## src/rtl/sa_pkg.sv

```systemverilog
// Shared types and constants for the systolic-array sequencer.
// Word stride is fixed by the memory word width.
package sa_pkg;

    typedef enum logic [2:0] {
        IDLE,
        LOAD_A,
        LOAD_B,
        CLEAR,
        FEED,
        WAIT,
        DRAIN,
        DONE
    } sa_ctrl_state_e;

    localparam int SA_DATA_WIDTH = 32;
    localparam int WORD_BYTES    = SA_DATA_WIDTH / 8;

endpackage

```

## src/rtl/sa_res_serializer.sv

```systemverilog
// Holds one result row and emits it as N single-word writes, lowest column first.
// Latency: row captured in 1 cycle, then one word per accepted write.
// Backpressure: row_ready only while empty; each word waits on wr_ready.
module sa_res_serializer #(
    parameter int N          = 4,
    parameter int DATA_WIDTH = 32,
    parameter int CW         = (N > 1) ? $clog2(N) : 1
) (
    input  logic                    clk,
    input  logic                    rst_n,
    input  logic                    row_valid,
    output logic                    row_ready,
    input  logic [N*DATA_WIDTH-1:0] row_data,
    output logic                    wr_valid,
    input  logic                    wr_ready,
    output logic [DATA_WIDTH-1:0]   wr_data,
    output logic [CW-1:0]           wr_col,
    output logic                    wr_last
);

    logic                    full_q;
    logic [N*DATA_WIDTH-1:0] row_q;
    logic [CW-1:0]           j_q;

    assign row_ready = !full_q;
    assign wr_valid  = full_q;
    assign wr_data   = row_q[j_q*DATA_WIDTH +: DATA_WIDTH];
    assign wr_col    = j_q;
    assign wr_last   = (j_q == CW'(N - 1));

    // A new row is only taken once the last word of the previous one has left.
    always_ff @(posedge clk or negedge rst_n) begin
        if (!rst_n) begin
            full_q <= 1'b0;
            row_q  <= '0;
            j_q    <= '0;
        end else if (row_valid && !full_q) begin
            full_q <= 1'b1;
            row_q  <= row_data;
            j_q    <= '0;
        end else if (full_q && wr_ready) begin
            if (wr_last) begin
                full_q <= 1'b0;
            end else begin
                j_q <= j_q + CW'(1);
            end
        end
    end

endmodule

```

## src/rtl/sa_ctrl.sv

```systemverilog
// Sequences one NxN matmul: loads A/B over the memory port, feeds K-slices, drains C rows as writes.
// Zero-wait memory: first feed beat 1+4N cycles after start; drain takes N*(N+1) cycles.
// Requests hold while stalled, one read outstanding; result rows throttled via sa_res_ready.
module sa_ctrl
    import sa_pkg::*;
#(
    parameter int N          = 4,
    parameter int EW         = 8,
    parameter int ADDR_WIDTH = 32,
    parameter int DATA_WIDTH = 32
) (
    input  logic                    clk,
    input  logic                    rst_n,
    input  logic                    i_start,
    input  logic [ADDR_WIDTH-1:0]   i_addr_A,
    input  logic [ADDR_WIDTH-1:0]   i_addr_B,
    input  logic [ADDR_WIDTH-1:0]   i_addr_C,
    output logic                    o_busy,
    output logic                    o_done,
    output logic                    o_err,
    output logic                    mem_req_valid,
    input  logic                    mem_req_ready,
    output logic                    mem_req_we,
    output logic [ADDR_WIDTH-1:0]   mem_req_addr,
    output logic [DATA_WIDTH-1:0]   mem_req_wdata,
    input  logic                    mem_rsp_valid,
    input  logic [DATA_WIDTH-1:0]   mem_rsp_rdata,
    input  logic                    mem_rsp_err,
    output logic                    sa_clear,
    output logic                    sa_feed_valid,
    output logic [N*EW-1:0]         sa_feed_a,
    output logic [N*EW-1:0]         sa_feed_b,
    input  logic                    sa_done,
    input  logic                    sa_res_valid,
    output logic                    sa_res_ready,
    input  logic [N*DATA_WIDTH-1:0] sa_res_data
);

    localparam int CW = (N > 1) ? $clog2(N) : 1;

    generate
        if (DATA_WIDTH != N * EW || DATA_WIDTH != 8 * WORD_BYTES) begin : g_width_check
            $error("sa_ctrl: DATA_WIDTH must equal N*EW and 8*WORD_BYTES");
        end
    endgenerate

    sa_ctrl_state_e state_q, state_d;

    logic [CW-1:0]         k_q, i_q;
    logic                  rd_pend_q;
    logic                  err_q;
    logic [ADDR_WIDTH-1:0] base_a_q, base_b_q, base_c_q;
    logic [N*EW-1:0]       abuf_q [N];
    logic [N*EW-1:0]       bbuf_q [N];

    logic                  load_st, rsp_ok, k_last, i_last;
    logic                  row_valid, row_ready;
    logic                  wr_valid, wr_ready, wr_last;
    logic [DATA_WIDTH-1:0] wr_data;
    logic [CW-1:0]         wr_col;

    assign load_st = (state_q == LOAD_A) || (state_q == LOAD_B);
    // Responses only count while a read is actually pending.
    assign rsp_ok  = load_st && rd_pend_q && mem_rsp_valid;
    assign k_last  = (k_q == CW'(N - 1));
    assign i_last  = (i_q == CW'(N - 1));

    assign row_valid    = sa_res_valid && (state_q == DRAIN);
    assign sa_res_ready = row_ready && (state_q == DRAIN);
    assign wr_ready     = mem_req_ready && (state_q == DRAIN);

    sa_res_serializer #(
        .N          (N),
        .DATA_WIDTH (DATA_WIDTH),
        .CW         (CW)
    ) u_ser (
        .clk       (clk),
        .rst_n     (rst_n),
        .row_valid (row_valid),
        .row_ready (row_ready),
        .row_data  (sa_res_data),
        .wr_valid  (wr_valid),
        .wr_ready  (wr_ready),
        .wr_data   (wr_data),
        .wr_col    (wr_col),
        .wr_last   (wr_last)
    );

    always_comb begin
        state_d = state_q;
        case (state_q)
            IDLE:   if (i_start) state_d = LOAD_A;
            LOAD_A: if (rsp_ok) begin
                        if (mem_rsp_err)  state_d = IDLE;
                        else if (k_last)  state_d = LOAD_B;
                    end
            LOAD_B: if (rsp_ok) begin
                        if (mem_rsp_err)  state_d = IDLE;
                        else if (k_last)  state_d = CLEAR;
                    end
            CLEAR:  state_d = FEED;
            FEED:   if (k_last) state_d = WAIT;
            WAIT:   if (sa_done) state_d = DRAIN;
            DRAIN:  if (wr_valid && wr_ready && wr_last && i_last) state_d = DONE;
            DONE:   state_d = IDLE;
            default: state_d = IDLE;
        endcase
    end

    always_ff @(posedge clk or negedge rst_n) begin
        if (!rst_n) begin
            state_q   <= IDLE;
            k_q       <= '0;
            i_q       <= '0;
            rd_pend_q <= 1'b0;
            err_q     <= 1'b0;
            base_a_q  <= '0;
            base_b_q  <= '0;
            base_c_q  <= '0;
            for (int n = 0; n < N; n++) begin
                abuf_q[n] <= '0;
                bbuf_q[n] <= '0;
            end
        end else begin
            state_q <= state_d;
            case (state_q)
                IDLE: if (i_start) begin
                    base_a_q  <= i_addr_A;
                    base_b_q  <= i_addr_B;
                    base_c_q  <= i_addr_C;
                    err_q     <= 1'b0;
                    k_q       <= '0;
                    i_q       <= '0;
                    rd_pend_q <= 1'b0;
                end
                LOAD_A, LOAD_B: begin
                    if (!rd_pend_q && mem_req_ready) begin
                        rd_pend_q <= 1'b1;
                    end else if (rsp_ok) begin
                        rd_pend_q <= 1'b0;
                        if (mem_rsp_err) begin
                            err_q <= 1'b1;
                        end else begin
                            if (state_q == LOAD_A) abuf_q[k_q] <= mem_rsp_rdata;
                            else                   bbuf_q[k_q] <= mem_rsp_rdata;
                            k_q <= k_last ? '0 : k_q + CW'(1);
                        end
                    end
                end
                FEED: k_q <= k_last ? '0 : k_q + CW'(1);
                DRAIN: if (wr_valid && wr_ready && wr_last) i_q <= i_q + CW'(1);
                default: ;
            endcase
        end
    end

    assign o_busy        = (state_q != IDLE) && (state_q != DONE);
    assign o_done        = (state_q == DONE);
    assign o_err         = err_q;
    assign sa_clear      = (state_q == CLEAR);
    assign sa_feed_valid = (state_q == FEED);
    assign sa_feed_a     = (state_q == FEED) ? abuf_q[k_q] : '0;
    assign sa_feed_b     = (state_q == FEED) ? bbuf_q[k_q] : '0;

    // Single memory port: reads during the loads, result writes during the drain.
    always_comb begin
        mem_req_valid = 1'b0;
        mem_req_we    = 1'b0;
        mem_req_addr  = '0;
        mem_req_wdata = '0;
        if (load_st) begin
            mem_req_valid = !rd_pend_q;
            mem_req_addr  = ((state_q == LOAD_B) ? base_b_q : base_a_q)
                          + ADDR_WIDTH'(k_q) * ADDR_WIDTH'(WORD_BYTES);
        end else if (state_q == DRAIN) begin
            mem_req_valid = wr_valid;
            mem_req_we    = 1'b1;
            mem_req_addr  = base_c_q
                          + (ADDR_WIDTH'(i_q) * ADDR_WIDTH'(N) + ADDR_WIDTH'(wr_col))
                          * ADDR_WIDTH'(WORD_BYTES);
            mem_req_wdata = wr_data;
        end
    end

endmodule
```

## config.mk

```make
export PLATFORM = sky130hd
export DESIGN_NAME = sa_ctrl
export DESIGN_NICKNAME = d
export VERILOG_FILES = /design/src/rtl/sa_pkg.sv /design/src/rtl/sa_res_serializer.sv /design/src/rtl/sa_ctrl.sv
export SDC_FILE = /design/constraint.sdc
export NUM_CORES = 1
export LEC_CHECK = 0
export CORE_MARGIN = 3
export CORE_UTILIZATION = 55
export CTS_BUF_LIST = sky130_fd_sc_hd__clkbuf_4 sky130_fd_sc_hd__clkbuf_8
export CTS_CLUSTER_DIAMETER = 30
export DETAILED_ROUTE_END_ITERATION = 8
export PLACE_DENSITY = 0.82
export SKIP_LAST_GASP = 1
export SYNTH_ARGS = -nofsm -noshare
export SYNTH_HDL_FRONTEND = slang
export SYNTH_SLANG_ARGS = --single-unit
```

## constraint.sdc

```tcl
create_clock -name clk -period 6.41 [get_ports clk]
set_input_delay 1.282 -clock clk [delete_from_list [all_inputs] [get_ports clk]]
set_output_delay 1.282 -clock clk [all_outputs]
set_load 0.03 [all_outputs]
```

---- Word level (Yosys, flattened, before mapping) ----
Cells that the tools add are included.
W data, S select, Z words.
word-level totals
  bits in registers ....................... 492
  input port bits ......................... 264
  output and inout port bits .............. 136
  logic and storage cells ................. 145
cells by class
  add/sub/neg operators ................... 6
  magnitude comparators ................... 2
  equal/unequal tests ..................... 26
  shift operators ......................... 1
  muxes and demuxes ....................... 54
  bitwise operators ....................... 4
  reduce and logical (&&, ||, !) cells .... 33
operators with widths
  kind                   number
  $mux W32               12
  $bwmux W128            2
  $bmux W32 S2           2
  $shiftx A128 B8 Y32    1
  $demux W32 S2          1
  $add A32 B4 Y32        1
  $add A32 B7 Y32        1
  $mux W3                10
  $pmux W3 S8            1
  $ne A2 B2 Y1 const B   10
  $reduce_and A5 Y1      4
  $mux W2                9
  $mux W1                13
  $eq A3 B3 Y1 const B   4
  $logic_and A1 B1 Y1    12
  $ne A3 B3 Y1 const B   4
  $reduce_and A8 Y1      1
  $reduce_bool A2 Y1     4
  $add A2 B1 Y2 const B  3
  $eq A2 B2 Y1 const B   3
  $eq A3 B2 Y1 const B   2
  $pmux W2 S3            1
  $reduce_and A2 Y1      3
  $reduce_and A3 Y1      2
  other kinds (14)       20

---- Longest topological paths before layout ----
  word-level depth ........................ 7
  mapped depth ............................ 17
  gate-level depth less buffers ........... 11

---- Modules after synthesis ----
A second synthesis with hierarchy kept.
second synthesis, totals
  cells, all modules ...................... 1865
  area total of the unflattened synthesis .. 24325.8 um^2
modules (own cells, without submodules)
  module             times used  cells an instance  area an instance (um^2)  seq. area each (um^2)
  sa_ctrl            1           1542               18028.5                  9033.7
  sa_res_serializer  1           323                6297.3                   3278.1

---- Least setup slack after synthesis ----
OpenSTA, ideal clock, no wires.
  path kind ............................... register to output
  from .................................... reg state_q[1]
  to ...................................... out mem_req_addr[22]
  arrival time ............................ 4036 ps
  data required time ...................... 5128 ps
  setup slack ............................. 1092 ps
  cell stages (with the launch flop) ...... 17
  buffers on the path ..................... 5
  path through ............................ dfrtp_1 -> buf_4 -> or3b_1 -> buf_2 -> buf_2 -> clkbuf_1 -> clkbuf_1 -> nand2_1 -> nand2_1 -> ha_1 -> fa_1 -> nand3_1 -> or4_1 -> a21oi_4 -> or3b_1 -> xnor2_1 -> o22ai_1
between the ends
  longest elaborated chain between the ends .. 4
  elaborated cells between the ends (all ways) .. 8
  those cells by class .................... add/sub (1); eq/ne (3); mux (3); reduce/logical (1)
ends and longest elaborated chain
  what                      RTL line                       text
  start: declaration        sa_ctrl.sv:47                  sa_ctrl_state_e state_q, state_d;
  start signal: assignment  sa_ctrl.sv:125                 state_q <= state_d;
  $eq A3 B2 Y1              sa_ctrl.sv:62, sa_ctrl.sv:173
  $mux W32                  sa_ctrl.sv:173                 mem_req_addr = ((state_q == LOAD_B) ? base_b_q : base_a_q)
  $add A32 B4 Y32           sa_ctrl.sv:174                 + ADDR_WIDTH'(k_q) * ADDR_WIDTH'(WORD_BYTES);
  $mux W32 *                sa_ctrl.sv:171                 if (load_st) begin
  end: declaration          sa_ctrl.sv:24                  output logic [ADDR_WIDTH-1:0] mem_req_addr,
Mark *: on every way between the ends. The rest lies on a longest branch, timed or not.

---- Worst setup path after layout ----
  from .................................... reg state_q[0]
  to ...................................... out mem_req_addr[22]
The elaborated chain is that of the path after synthesis.

==> results by group <==
Detailed routing
  – Routed WL: between 60,000 and 70,000 um
  – DRC viols: 0
  – Antenna-violating nets left: 0
  – Vias per cell: 5.72
  – DR pass1 iterations: 5
  – WL/cell: 21.4 um
  – Initial DRC count: 1,570
  – Vias: 18,093

Clock network
  – Htree depth: 3
  – Num CTS Buffers: 109
  – TritonCTS clock tree: done
  – Clock Tree Buf Depth: 3
  – Number of clock sinks: 492
  – Post-CTS Hold Buffers: 0
  – Clock-pin slew on the worst setup and hold paths: 0.05 ns
  – Clock root cell: clkbuf_8
  – Clk Latency, worst-skew pair: 0.69 ns
  – Postcts setup bufs: 0
  – CTS-repair resized insts: 0

Die
  – IO Count: 400
  – Die extent in x: 213 um
  – Initial Utilization: 0.558
  – Die Footprint: between 40,000 and 50,000 um^2
  – Die H: roughly 210 um
  – Placement row count: 75
  – Core Region: 42,100 um^2

Worst setup path
  – Worst reg2reg path depth: 8
  – Max FO, Critical Path: 13
  – Crit path arrival time: 4.65 ns
  – Worst stage delay on the critical path: 0.72 ns
  – Crit end category: output port
  – Critical path class: flop to output port
  – Crit-path most repeated cell: nand2_1
  – R2r endpoint: u_ser.row_q[89]$_DFFE_PN0P_
  – Critical Path Start Type: flop
  – Worst path slowest cell: clkdlybuf4s50_1
  – Reg2Reg Setup Slack: 2.30 ns
  – FF-to-FF Start: state_q[2]$_DFFE_PN0P_
  – Crit-path cells: nor3b_2 > nand2_1 > nand2_1 > ha_1 > fa_1 > nand3_1 > or4_1 > a21oi_4 > or3b_1 > xnor2_1 > o22ai_1 > clkdlybuf4s50_1
  – Worst Path Required: 5.13 ns
  – CP startpoint: state_q[0]$_DFFE_PN0P_

Synth
  – Synth warnings: 0
  – Post-synth EDFFs: 0
  – Post-Syn Area per Cell: between 10 and 15 um^2
  – Synth Net Count: 2,401
  – Synth Area in XOR/XNOR: 0.0205
  – Synth Instances: 2,123
  – Top-area cell type share of the netlist area: 0.523
  – Adder-cell share of the synthesized area: 0.00808
  – Post-synthesis mux area share: 0.228
  – Top post-synthesis cells by area: dfrtp_1, mux2_2, nand2_1, mux4_2, and3_1
  – Post-synthesis compound-gate area fraction: 0.0215
  – Sequential fraction of the synthesis area: 0.523
  – Main flop type after synthesis: dfrtp_1
  – Post-synthesis async set-or-reset flop share: 1.00
  – Synth area leader: dfrtp_1
  – Largest family of logic cells by synthesized area: multiplexers
  – Synth cell types: 52
  – Simple-Gate Fraction of Synth Area: 0.174
  – Seq cells post-synth: 492
  – Area of the mapped netlist: 23,500 um^2

Min path
  – Hold Startpoint: u_ser.row_q[120]$_DFFE_PN0P_
  – Tightest Hold Check Type: flop to flop
  – Hold Crit Depth: 2
  – Hold Crit Endpoint: u_ser.row_q[120]$_DFFE_PN0P_

STA
  – RSZ-0062 raised after global routing: no
  – Tmin final: 5.94 ns
  – Hold Violations, Final: 0
  – Max Transition Viols Final: 0
  – Final period utilization: 0.926
  – Final setup viols: 0
  – Worst clock skew: 0.0290 ns
  – Fin Setup TNS: 0 ns
  – Slew @ Worst Pin: 1.12 ns
  – Hold Slack: 0.467 ns
  – FMAX: around 170 MHz
  – Slew headroom: 0.252

Global routing
  – First-pass GRT wire length: 105,000 um
  – Vias in the first global route: 18,868
  – GR Overflow Total: 0
  – Total track usage: 0.298
  – Initial antenna violation count: 4
  – Largest net degree at the start of global routing: roughly 180

Layout
  – Area Overhead vs Synth: 30.7%
  – Final core occ: 0.730
  – Final instance area: 30,700 um^2
  – Fillers: around 2,800
  – Most common cell after layout, fill and taps aside: nand2_1
  – Most frequent cells in the layout: nand2_1, dfrtp_1, clkdlybuf4s50_1
  – Final #Nets: approximately 2,800
  – Share of cells above drive strength 1: 0.230

Outcome
  – Outcome: complete, no violations

Power and ir drop
  – Leak: 14.9 nW
  – Power per cell area: 443 nW/um^2
  – Total Power: 0.0136 W
  – Maximum vdd drop: 0.000354 V

Placement
  – Post-placement cell area: about 28,000 um^2
  – Gpl congestion: between 0.8 and 0.9
  – Detailed Place HPWL: 43,300 um
  – Buffers added on ports: between 300 and 400

Job
  – MaxCap Viol Count: 0
-- layer usage --
layer	part of all wire	track usage
met2	0.49	0.483
met4	0.035	0.123
met3	0.071	0.0738
met5	0.00056	0
met1	0.40	0.390
-- power breakdown --
group	total [W]	internal (W)	switching, W
sequential	0.00490	0.00413	0.000771
combinational	0.00429	0.00196	0.00233
clock	0.00442	0.00285	0.00157
-- cell usage after synthesis (26+ instances only) --
cell	count
and2_1	37
and3_1	73
buf_1	26
buf_2	27
clkbuf_1	79
dfrtp_1	492
mux2_2	258
mux2i_1	28
mux4_2	97
nand2_1	725
nand3_1	40
nor2_1	27
xor2_1	32
-- kinds of logic after synthesis --
kind of cell / Yosys count
buffers and inverters: 144
XOR/XNOR: 55
flip-flops: 492
adder cells (fa/ha/maj): 14
AND/OR/NAND/NOR: 958
AO/OA/AOI/OAI: 77
multiplexers: 383
-- cell type report --
class / instances / area [um^2] / share of cell area
well taps: 539 / 674 / 0.0219
clock inverters: 70 / 1080 / 0.0352
diodes: 7 / 17.5 / 0.000570
flip-flops and latches: 492 / 12300 / 0.401
multi-input cells: 1487 / 10700 / 0.347
inverters: 10 / 37.5 / 0.00122
clock buffers: 135 / 1750 / 0.0570
repair buffers: 422 / 4200 / 0.136
-- worst max path at each step --
| stage | slack, ns | endpoint | depth (start not counted) |
|---|---|---|---|
| finish | 0.47 | mem_req_addr[22] | 12 |
| CTS | 0.44 | mem_req_addr[22] | 12 |
| global placement | 1.26 | mem_req_addr[22] | 12 |
| global route | 0.22 | mem_req_addr[22] | 12 |
| detailed placement | 1.16 | mem_req_addr[22] | 12 |
| floorplan | 1.09 | mem_req_addr[22] | 16 |
-- sequential cells by signal (all words and copies together), names as in the netlist --
register and count:
abuf_q 128, base_a_q 32, base_b_q 32, base_c_q 32
bbuf_q 128, i_q 2, k_q 2, o_err 1
rd_pend_q 1, state_q 3, u_ser.row_q 128, u_ser.wr_col 2
u_ser.wr_valid 1
-- stage by stage --
step / setup WS, ns / cells
6_report: 0.475 / 3162
2_1_floorplan: 1.09 / 2123
3_5_place_dp: 1.16 / 2950
3_3_place_gp: 1.26 / 2950
4_1_cts: 0.441 / 3155
5_1_grt: 0.217 / 3155
-- critical path, delay by kind of cell, from the launching register on --
kind,cells,cell delay (ns)
and+or+nand+nor,6,1.53
AOI/OAI and AO/OA,2,0.54
xor gates and xnor gates,1,0.14
adders and majority gates,2,0.50
buffers and inverters,1,0.72
DFF,1,0.53
Power figures use the tool's default switching activity.
